<file path="src/rtl/lp_xfer_ctrl_if.sv">
// lp_xfer_ctrl_if -- bus bundle between a line-printer transfer controller and
// its host/DMA/printer environment.
//
// Signals:
//   lpMODE   [1:0]   transfer mode: 0 PRINT, 1 TEST, 2 DAVFU, 3 RAM
//   lpCMDGO          one-cycle go pulse
//   lpSTOP           abort request
//   lpBCTR   [BCWID] byte count, sampled when GO is accepted
//   dmaREQ / dmaACK / dmaDATA[15:0]   DMA word fetch
//   lpDATA[7:0] / lpSTB / lpRDY       printer character output
//   lpINCBAR         one-cycle pulse: bump bus address register
//   lpDONE           one-cycle pulse: transfer ended
//   regCSRB[15:0]    status: [0] busy, [1] undefined char, [2] GO while busy,
//                    [3] stopped
//
// Handshakes: dmaREQ is held high until a cycle with dmaACK high; that cycle
// transfers dmaDATA, and dmaREQ drops on the following edge. lpSTB is a
// single-cycle strobe that is only issued once lpRDY was seen high; lpDATA is
// valid and stable in the lpSTB cycle.
interface lp_xfer_ctrl_if #(
  parameter int BCWID = 12
);
  logic [1:0]       lpMODE;
  logic             lpCMDGO;
  logic             lpSTOP;
  logic [BCWID-1:0] lpBCTR;
  logic             dmaREQ;
  logic             dmaACK;
  logic [15:0]      dmaDATA;
  logic [7:0]       lpDATA;
  logic             lpSTB;
  logic             lpRDY;
  logic             lpINCBAR;
  logic             lpDONE;
  logic [15:0]      regCSRB;

  // Host / environment side.
  modport master (
    output lpMODE, lpCMDGO, lpSTOP, lpBCTR, dmaACK, dmaDATA, lpRDY,
    input  dmaREQ, lpDATA, lpSTB, lpINCBAR, lpDONE, regCSRB
  );

  // Controller side.
  modport slave (
    input  lpMODE, lpCMDGO, lpSTOP, lpBCTR, dmaACK, dmaDATA, lpRDY,
    output dmaREQ, lpDATA, lpSTB, lpINCBAR, lpDONE, regCSRB
  );
endinterface

</file>
<file path="src/rtl/lp_xfer_ctrl.sv">
// lp_xfer_ctrl -- line-printer transfer controller. Fetches 16-bit DMA words,
// splits them into bytes (low first) and, depending on mode, prints them
// through a 10-bit translation RAM (PRINT), prints them raw (DAVFU), discards
// them (TEST), or loads the translation RAM from the word stream (RAM).
//
// Ports:
//   clk        clock, all state changes on the rising edge
//   rst        synchronous active-high reset
//   bus        lp_xfer_ctrl_if.slave bundle (mode, go, stop, count, DMA,
//              printer, status)
//   dbg_state  current FSM state encoding
module lp_xfer_ctrl #(
  parameter int BCWID = 12,
  parameter int RAMAW = 8
) (
  input  logic                clk,
  input  logic                rst,
  lp_xfer_ctrl_if.slave       bus,
  output logic [2:0]          dbg_state
);

  localparam logic [1:0] M_PRINT = 2'd0;
  localparam logic [1:0] M_TEST  = 2'd1;
  localparam logic [1:0] M_DAVFU = 2'd2;
  localparam logic [1:0] M_RAM   = 2'd3;

  typedef enum logic [2:0] {
    S_IDLE   = 3'd0,
    S_FETCH  = 3'd1,
    S_LOW    = 3'd2,
    S_XLATE  = 3'd3,
    S_OUT    = 3'd4,
    S_HIGH   = 3'd5,
    S_FINISH = 3'd6
  } state_t;

  state_t           state;
  state_t           nxt_after;
  logic [1:0]       mode;
  logic [BCWID-1:0] cnt;
  logic [15:0]      word;
  logic             hi;          // byte just handled was the high byte
  logic [RAMAW-1:0] widx;
  logic [9:0]       ram [0:(1<<RAMAW)-1];
  logic [9:0]       ram_q;
  logic [7:0]       cur_byte;
  logic [RAMAW-1:0] rd_addr;
  logic             in_byte;
  logic             last;
  logic             was_hi;
  logic             ram_re;
  logic             ram_we;
  logic             stop_hit;

  logic             dma_req;
  logic [7:0]       lp_data;
  logic             lp_stb;
  logic             lp_incbar;
  logic             lp_done;
  logic             busy;
  logic             err_undef;
  logic             err_go;
  logic             stopped;

  assign in_byte  = (state == S_LOW) || (state == S_HIGH);
  assign cur_byte = (state == S_HIGH) ? word[15:8] : word[7:0];
  assign rd_addr  = RAMAW'(cur_byte);
  assign stop_hit = bus.lpSTOP && (state != S_IDLE) && (state != S_FINISH);
  assign ram_re   = in_byte && (mode == M_PRINT) && !stop_hit && !rst;
  assign ram_we   = (state == S_LOW) && (mode == M_RAM) && !stop_hit && !rst;

  // Where to go once a byte is finished. In LOW/HIGH the counter has not yet
  // been decremented for the current byte, so "last" looks for 1 there.
  always_comb begin
    last      = in_byte ? (cnt == BCWID'(1)) : (cnt == '0);
    was_hi    = in_byte ? (state == S_HIGH) : hi;
    nxt_after = S_FETCH;
    if (mode == M_RAM)
      nxt_after = (cnt <= BCWID'(2)) ? S_FINISH : S_FETCH;
    else if (last)
      nxt_after = S_FINISH;
    else if (!was_hi)
      nxt_after = S_HIGH;
  end

  // Translation RAM: never reset, so a loaded table survives rst.
  always_ff @(posedge clk) begin
    if (ram_we) ram[widx] <= word[9:0];
    if (ram_re) ram_q <= ram[rd_addr];
  end

  always_ff @(posedge clk) begin
    if (rst) begin
      state     <= S_IDLE;
      mode      <= M_PRINT;
      cnt       <= '0;
      word      <= '0;
      hi        <= 1'b0;
      widx      <= '0;
      dma_req   <= 1'b0;
      lp_data   <= '0;
      lp_stb    <= 1'b0;
      lp_incbar <= 1'b0;
      lp_done   <= 1'b0;
      busy      <= 1'b0;
      err_undef <= 1'b0;
      err_go    <= 1'b0;
      stopped   <= 1'b0;
    end else begin
      lp_stb    <= 1'b0;
      lp_incbar <= 1'b0;
      lp_done   <= 1'b0;
      if (bus.lpCMDGO && (state != S_IDLE)) err_go <= 1'b1;

      // Stop wins over anything else this cycle, including a DMA ack.
      if (stop_hit) begin
        dma_req <= 1'b0;
        stopped <= 1'b1;
        state   <= S_FINISH;
      end else begin
        case (state)
          S_IDLE: begin
            if (bus.lpCMDGO) begin
              cnt       <= bus.lpBCTR;
              mode      <= bus.lpMODE;
              widx      <= '0;
              err_undef <= 1'b0;
              err_go    <= 1'b0;
              stopped   <= 1'b0;
              busy      <= 1'b1;
              if (bus.lpBCTR == '0) begin
                state <= S_FINISH;
              end else begin
                state   <= S_FETCH;
                dma_req <= 1'b1;
              end
            end
          end
          S_FETCH: begin
            if (bus.dmaACK) begin
              word      <= bus.dmaDATA;
              lp_incbar <= 1'b1;
              dma_req   <= 1'b0;
              state     <= S_LOW;
            end
          end
          S_LOW, S_HIGH: begin
            hi <= (state == S_HIGH);
            if (mode == M_RAM) begin
              widx    <= widx + RAMAW'(1);
              cnt     <= (cnt > BCWID'(2)) ? cnt - BCWID'(2) : '0;
              state   <= nxt_after;
              dma_req <= (nxt_after == S_FETCH);
            end else begin
              cnt <= cnt - BCWID'(1);
              case (mode)
                M_PRINT: state <= S_XLATE;
                M_DAVFU: begin
                  lp_data <= cur_byte;
                  state   <= S_OUT;
                end
                default: begin
                  state   <= nxt_after;
                  dma_req <= (nxt_after == S_FETCH);
                end
              endcase
            end
          end
          S_XLATE: begin
            if (ram_q[9]) begin
              err_undef <= 1'b1;
              state     <= S_FINISH;
            end else if (ram_q[8]) begin
              state   <= nxt_after;
              dma_req <= (nxt_after == S_FETCH);
            end else begin
              lp_data <= ram_q[7:0];
              state   <= S_OUT;
            end
          end
          S_OUT: begin
            if (bus.lpRDY) begin
              lp_stb  <= 1'b1;
              state   <= nxt_after;
              dma_req <= (nxt_after == S_FETCH);
            end
          end
          S_FINISH: begin
            lp_done <= 1'b1;
            busy    <= 1'b0;
            state   <= S_IDLE;
          end
          default: state <= S_IDLE;
        endcase
      end
    end
  end

  assign bus.dmaREQ   = dma_req;
  assign bus.lpDATA   = lp_data;
  assign bus.lpSTB    = lp_stb;
  assign bus.lpINCBAR = lp_incbar;
  assign bus.lpDONE   = lp_done;
  assign bus.regCSRB  = {12'b0, stopped, err_go, err_undef, busy};
  assign dbg_state    = state;

endmodule

</file>
<file path="src/flat_wrapper.sv">
// flat-port wrapper written by rule: the top's interface ports become plain ports
module lp_xfer_ctrl_flat 
#(
  parameter int BCWID = 12,
  parameter int RAMAW = 8
)
  (clk, rst, dbg_state, bus_lpMODE, bus_lpCMDGO, bus_lpSTOP, bus_lpBCTR, bus_dmaACK, bus_dmaDATA, bus_lpRDY, bus_dmaREQ, bus_lpDATA, bus_lpSTB, bus_lpINCBAR, bus_lpDONE, bus_regCSRB);
  lp_xfer_ctrl_if #(.BCWID(BCWID)) bus_i ();
  input  logic clk;
  input  logic rst;
  output logic [2:0] dbg_state;
  input wire logic [$bits(bus_i.lpMODE)-1:0] bus_lpMODE;
  input wire logic [$bits(bus_i.lpCMDGO)-1:0] bus_lpCMDGO;
  input wire logic [$bits(bus_i.lpSTOP)-1:0] bus_lpSTOP;
  input wire logic [$bits(bus_i.lpBCTR)-1:0] bus_lpBCTR;
  input wire logic [$bits(bus_i.dmaACK)-1:0] bus_dmaACK;
  input wire logic [$bits(bus_i.dmaDATA)-1:0] bus_dmaDATA;
  input wire logic [$bits(bus_i.lpRDY)-1:0] bus_lpRDY;
  output wire logic [$bits(bus_i.dmaREQ)-1:0] bus_dmaREQ;
  output wire logic [$bits(bus_i.lpDATA)-1:0] bus_lpDATA;
  output wire logic [$bits(bus_i.lpSTB)-1:0] bus_lpSTB;
  output wire logic [$bits(bus_i.lpINCBAR)-1:0] bus_lpINCBAR;
  output wire logic [$bits(bus_i.lpDONE)-1:0] bus_lpDONE;
  output wire logic [$bits(bus_i.regCSRB)-1:0] bus_regCSRB;
  assign bus_i.lpMODE = bus_lpMODE;
  assign bus_i.lpCMDGO = bus_lpCMDGO;
  assign bus_i.lpSTOP = bus_lpSTOP;
  assign bus_i.lpBCTR = bus_lpBCTR;
  assign bus_i.dmaACK = bus_dmaACK;
  assign bus_i.dmaDATA = bus_dmaDATA;
  assign bus_i.lpRDY = bus_lpRDY;
  assign bus_dmaREQ = bus_i.dmaREQ;
  assign bus_lpDATA = bus_i.lpDATA;
  assign bus_lpSTB = bus_i.lpSTB;
  assign bus_lpINCBAR = bus_i.lpINCBAR;
  assign bus_lpDONE = bus_i.lpDONE;
  assign bus_regCSRB = bus_i.regCSRB;
  lp_xfer_ctrl #(.BCWID(BCWID), .RAMAW(RAMAW)) u_core (.clk(clk), .rst(rst), .bus(bus_i), .dbg_state(dbg_state));
endmodule
</file>
<file path="config.mk">
export PLATFORM = sky130hd
export DESIGN_NAME = lp_xfer_ctrl_flat
export DESIGN_NICKNAME = d
export VERILOG_FILES = /design/src/rtl/lp_xfer_ctrl_if.sv /design/src/rtl/lp_xfer_ctrl.sv /design/src/flat_wrapper.sv
export SDC_FILE = /design/constraint.sdc
export NUM_CORES = 2
export LEC_CHECK = 0
export BUFFER_PORTS_ARGS = -buffer_cell sky130_fd_sc_hd__clkbuf_2
export CAP_MARGIN = 20
export CORE_UTILIZATION = 50
export CTS_CLUSTER_DIAMETER = 200
export DETAILED_ROUTE_END_ITERATION = 8
export PLACE_DENSITY = 0.67
export SETUP_SLACK_MARGIN = 0.3
export SYNTH_ARGS = -nofsm -noshare
export SYNTH_HDL_FRONTEND = slang
export SYNTH_SLANG_ARGS = --single-unit
</file>
<file path="constraint.sdc">
create_clock -name clk -period 8.2 [get_ports clk]
set_input_delay 1.64 -clock clk [delete_from_list [all_inputs] [get_ports clk]]
set_output_delay 1.64 -clock clk [all_outputs]
set_load 0.01 [all_outputs]
</file>
======== Word-level counts from Yosys, hierarchy flattened ========
Memory sizes are Yosys's and may differ from the RTL's. A register that Yosys moved wholly into a read port is not among the register bits.
Index checks and enable logic that the tools add are counted.
word-level totals
  register bits ........................... 58
  bits in writable memories ............... 2,560
  bits of input ports ..................... 36
  output and inout port bits .............. 31
  logic and storage cells ................. 146
  memories ................................ 1
memories
  name        words  width  rd ports  clocked after memory_dff  write ports  line                source
  u_core.ram  256    10     1         1                         1            lp_xfer_ctrl.sv:44  logic [9:0] ram [0:(1<<RAMAW)-1];
cells by class
  $add $sub $neg .......................... 3
  magnitude comparators ................... 2
  eq/ne operators ......................... 26
  muxes and demuxes ....................... 54
  bitwise operators ....................... 3
  reduce and logical (&&, ||, !) cells .... 41
operators with widths
  operator                                                number
  two-way mux 8 bit                                       7
  two-way mux 12 bit                                      3
  two-way mux 3 bit                                       12
  case mux 8 bit (2 select lines)                         2
  zero test 12 bit                                        2
  two-way mux 1 bit                                       24
  case mux 12 bit (2 select lines)                        1
  AND reduction 3 bit                                     6
  case mux 3 bit (5 select lines)                         1
  inequality test 2 bit (second input constant)           7
  equality test 12 x 1 -> 1 bit (second input constant)   1
  > comparator 12 x 2 -> 1 bit (second input constant)    1
  <= comparator 12 x 2 -> 1 bit (second input constant)   1
  inequality test 3 x 2 -> 1 bit (second input constant)  4
  nonzero test 2 bit                                      6
  subtractor 12 x 1 -> 12 bit (second input constant)     1
  subtractor 12 x 2 -> 12 bit (second input constant)     1
  equality test 3 bit (second input constant)             3
  logical AND 1 bit                                       9
  adder 8 x 1 -> 8 bit (second input constant)            1
  inequality test 2 x 1 -> 1 bit (second input constant)  4
  AND reduction 4 bit                                     2
  AND reduction 8 bit                                     1
  equality test 3 x 1 -> 1 bit (second input constant)    2
  17 further kinds                                        27

======== Longest topological paths before layout ========
  word-level depth ........................ 10
  gate-level depth with buffers ........... 15
  depth with buffers taken out ............ 10

======== Least setup slack after synthesis ========
Ideal clock, no wire load.
  kind .................................... register to register
  start point ............................. register u_core.word[9]
  end point ............................... register u_core.ram_q[0], read port of u_core.ram (data pin)
  setup time .............................. 0.266 ns
  data arrival time ....................... 5.625 ns
  required time ........................... 7.934 ns
  slack ................................... 2.309 ns
  cell stages (with the launch flop) ...... 11
  buffers on the path ..................... 3
  period minus slack after synthesis ...... 5.891 ns
  cells stage by stage .................... dfxtp_1 -> and4b_1 -> a21o_1 -> buf_2 -> clkbuf_1 -> clkbuf_1 -> mux4_2 -> a22oi_1 -> nand3_1 -> nand3_1 -> nand4_1
between the ends
  cells in the longest elaborated chain, start to end .. 1
RTL lines
  item                    line                 source
  from (decl)             lp_xfer_ctrl.sv:41   logic [15:0] word;
  from (signal assigned)  lp_xfer_ctrl.sv:141  word <= bus.dmaDATA;
  two-way mux 8 bit       lp_xfer_ctrl.sv:66   assign cur_byte = (state == S_HIGH) ? word[15:8] : word[7:0];
  to (decl)               lp_xfer_ctrl.sv:45   logic [9:0] ram_q;
No other way between the ends.
A chain may end at the register's enable or synchronous reset.

======== Worst setup path in the final report ========
  start point ............................. register u_core.state[2] (netlist: u_core.dbg_state[2])
  end point ............................... memory u_core.ram[132][2], enable pin
between the ends
  cells in the longest elaborated chain, start to end .. 8
  elaborated cells between the ends (all ways) .. 11
  those cells by class .................... eq/ne (2); mux (2); reduce/logical (7)
RTL lines
  item                                         line                 source
  from (decl)                                  lp_xfer_ctrl.sv:37   state_t state;
  from (signal assigned)                       lp_xfer_ctrl.sv:152  state <= nxt_after;
  from (signal assigned)                       lp_xfer_ctrl.sv:163  state <= nxt_after;
  from (signal assigned)                       lp_xfer_ctrl.sv:174  state <= nxt_after;
  nonzero test 3 bit                           lp_xfer_ctrl.sv:68   assign stop_hit = bus.lpSTOP && (state != S_IDLE) && (state != S_FINISH);
  logical AND 1 bit (2 in a row)               lp_xfer_ctrl.sv:68
  zero test 1 bit                              lp_xfer_ctrl.sv:70   assign ram_we = (state == S_LOW) && (mode == M_RAM) && !stop_hit && !rst;
  logical AND 1 bit (*) (2 in a row)           lp_xfer_ctrl.sv:70
  two-way mux 1 bit (*)                        lp_xfer_ctrl.sv:88   if (ram_we) ram[widx] <= word[9:0];
  two-way mux 1 bit (not written as such) (*)  lp_xfer_ctrl.sv:88
  to (decl)                                    lp_xfer_ctrl.sv:44
Mark *: on every way between the ends. The rest lies on a longest branch, timed or not.

==> results.toml <==
[detailed_routing]
drt_iter0_drc = 9875
vias = 64360
wire_per_inst_um = 28.49
drcViolationCount = 0
via_per_inst = 6.253
routed_wl_um = 293200
dr.pass1.iters = 8
ant_nets = 0

[place]
hpwl_um = 172700
io_buffers = 54
place_congestion = 0.9366
postPlaceCellArea_um2 = 106300

[timing]
rsz0062_at_grt = "false"
setup_violations = 0
max_clock_freq_ghz = 0.1832
period_needed_ns = 5.458
tns_ns = 0
slew_viol_final = 0
finalHoldViolations = 0
fin_skew_ns = 0.05203
worstMarginPinSlew_ns = 1.196
period_share_pct = 66.57
relSlewSlack_pct = 20.29

[power]
p_leak_nw = 37.93
vdd_drop_max_mv = 0.2007
powerDensity_nw_per_um2 = 253.4

[yosys]
synth_top_cell_by_area = "edfxtp_1"
yosysSeqAreaShare_pct = 75.67
ys_types = 59
yosys_warnings = 0
ys.flop_type = "edfxtp_1"
synth_seq_cells = 2628
syn-mean-instance-area_um2 = 13.90
synth_cells = 7449
synth_area_leaders = "edfxtp_1 (75%), nand2_1 (6.8%), mux2i_1 (3.6%), nand3_1 (3.3%), a31oi_1 (1.6%)"
yosys-top-cells-count = "edfxtp_1 (2570), nand2_1 (1871), nand3_1 (688)"
synth.most_common_cell = "edfxtp_1"
synth-edff-count = 2570
synth_top_area_share_pct = 74.55
netlist_area_um2 = 103500
synthArstFlopShare_pct = 0

[global_route]
met1_usage_pct = 37.85
grt_start_max_net_pins = 189
grt_pass1_vias = 60560
met3_usage_pct = 6.884
grt_usage_pct = 27.55
overflow = 0
use_met2_pct = 41.90
busiest_layer = "met2"
antenna_found_initial = 13
grt_pass1_wl_um = 418200

[setup_path]
critPathLaunchType = "flip-flop"
crit_required_ns = 8.74
startpoint = "u_core.dbg_state[2]"
slowest_delay_ns = 0.96
worst_r2r_startpoint = "u_core.dbg_state[2]"
crit_buf_inv = 0
crit_path_cell_trace = "nor2b_1 -> o31ai_4 -> nand2b_2 -> nor4_1 -> nand2_1 -> nor2_1 -> nand2_1 -> nor2_1"
crit_path_end_kind = "flip-flop"
worstSetupPathType = "reg -> reg"
cp_max_fo = 23
crit_family = "simple AND/OR/NAND/NOR gates"
crit_path_top_delay_cell = "nand2_1"
arrival_ns = 6.00

[floorplanning]
die_x_um = 457.0
io_pins = 67
rows = 166
start_util_pct = 50.45
die_area_um2 = 208900
chipHeight_um = 457.0
coreArea_um2 = 205200

[outcome]
status = "finished clean"

[cts]
cts_buffer_depth = 4
cts_buffers = 277
path_clk_slew_ns = 0.06
cts_tree = "built"
post_cts_resized = 0
clk_latency_ns = 0.93
cts_num_sinks = 2628
htreeDepth = 5
cts_hold_buf = 0
root_buffer = "clkbuf_16"
cts_setup_buffers = 0

[final_layout]
multi_input_area_um2 = 23210
n_fill_cell = 15990
post_route_cells_drive_above_1_share_pct = 7.857
ff_latch_area_um2 = 78370
nets = 7455
stdcell_area_um2 = 114800
area_growth_pct = 10.94

[run]
cap_violations = 0

[min_path]
hp-class = "reg -> reg"
## sequential cells by signal (all words and copies together), names as in the netlist, 2 cells and up, named ones only
signal	cells
u_core.widx	8
u_core.ram_q	10
u_core.dbg_state	3
u_core.ram	2560
u_core.bus.lpDATA	8
u_core.cnt	12
u_core.word	16
u_core.mode	2
## kinds of logic after synthesis
family                     share of synthesized area, %
buffers and inverters                             2.131
muxes                                             4.177
xor gates and xnor gates                        0.08461
adders and majority gates                        0.1209
and+or+nand+nor                                   12.72
AOI/OAI and AO/OA                                 5.091
DFF                                               75.67
other                                          0.003623
## cell type report
type | instances | area share (%)
well taps | 2688 | 2.929
clock buffers | 332 | 6.391
repair buffers | 164 | 1.124
clock inverters | 136 | 1.060
multi-input cells | 4329 | 20.21
inverters | 9 | 0.02942
diodes | 6 | 0.01307
flip-flops and latches | 2628 | 68.24
## worst min-delay path, delay by kind of cell, from the launching register on
family	cells	cell delay (ns)
flip-flops	1	0.32
AND/OR/NAND/NOR	2	0.12
## per-layer routing
metal | share of wire [%] | wire [um]
met4 | 4.3 | 12730
met2 | 46 | 133500
met3 | 11 | 32700
met1 | 39 | 114000
met5 | 0.086 | 251
## cell usage in the layout, fill, tap and decap left out, types with 12 or more instances in the layout
cell type	count
edfxtp_1	2570
nand2_1	1855
nand3_1	688
mux2i_1	365
nor2_1	332
clkbuf_16	286
a31oi_1	264
nand4_1	142
a21oi_1	140
o221ai_1	103
buf_4	95
a22oi_1	86
clkinv_1	63
clkbuf_2	54
o22ai_1	51
dfxtp_1	48
clkbuf_1	45
clkinv_2	37
o21ai_0	32
a211oi_1	29
nor4_1	27
mux4_2	27
a32oi_1	25
bufinv_16	23
buf_12	14
nand2b_1	12
conb_1	12
## stage by stage
step	cells	utilization (%)	power, mW	worst slack (ns)	hold slack [ns]
finish	10290	55.96	29.10	2.742	0.4789
global route	10290	55.96	29.79	2.680	0.4906
CTS	10290	55.95	29.15	2.960	0.4727
detailed placement	9817	51.78	17.28	2.158	0.4610
global placement	9816	51.77	17.26	2.093	0.4489
floorplan	7460	-	16.46	2.309	0.4259
## where the power goes
group / internal [mW] / switching (mW)
combinational: 0.537 / 1.58
clock: 7.06 / 4.98
sequential: 14.8 / 0.129
## final timing paths
| check | end | slack, ns | cells after the start |
|---|---|---|---|
| worst max register to register | u_core.ram[132][2] | 2.74 | 8 |
| worst max-delay path | u_core.ram[132][2] | 2.74 | 8 |
| worst min-delay path | flip-flop | 0.48 | 2 |
| worst min register to register | flip-flop | 0.48 | 2 |
(Power assumes the default switching activity.)
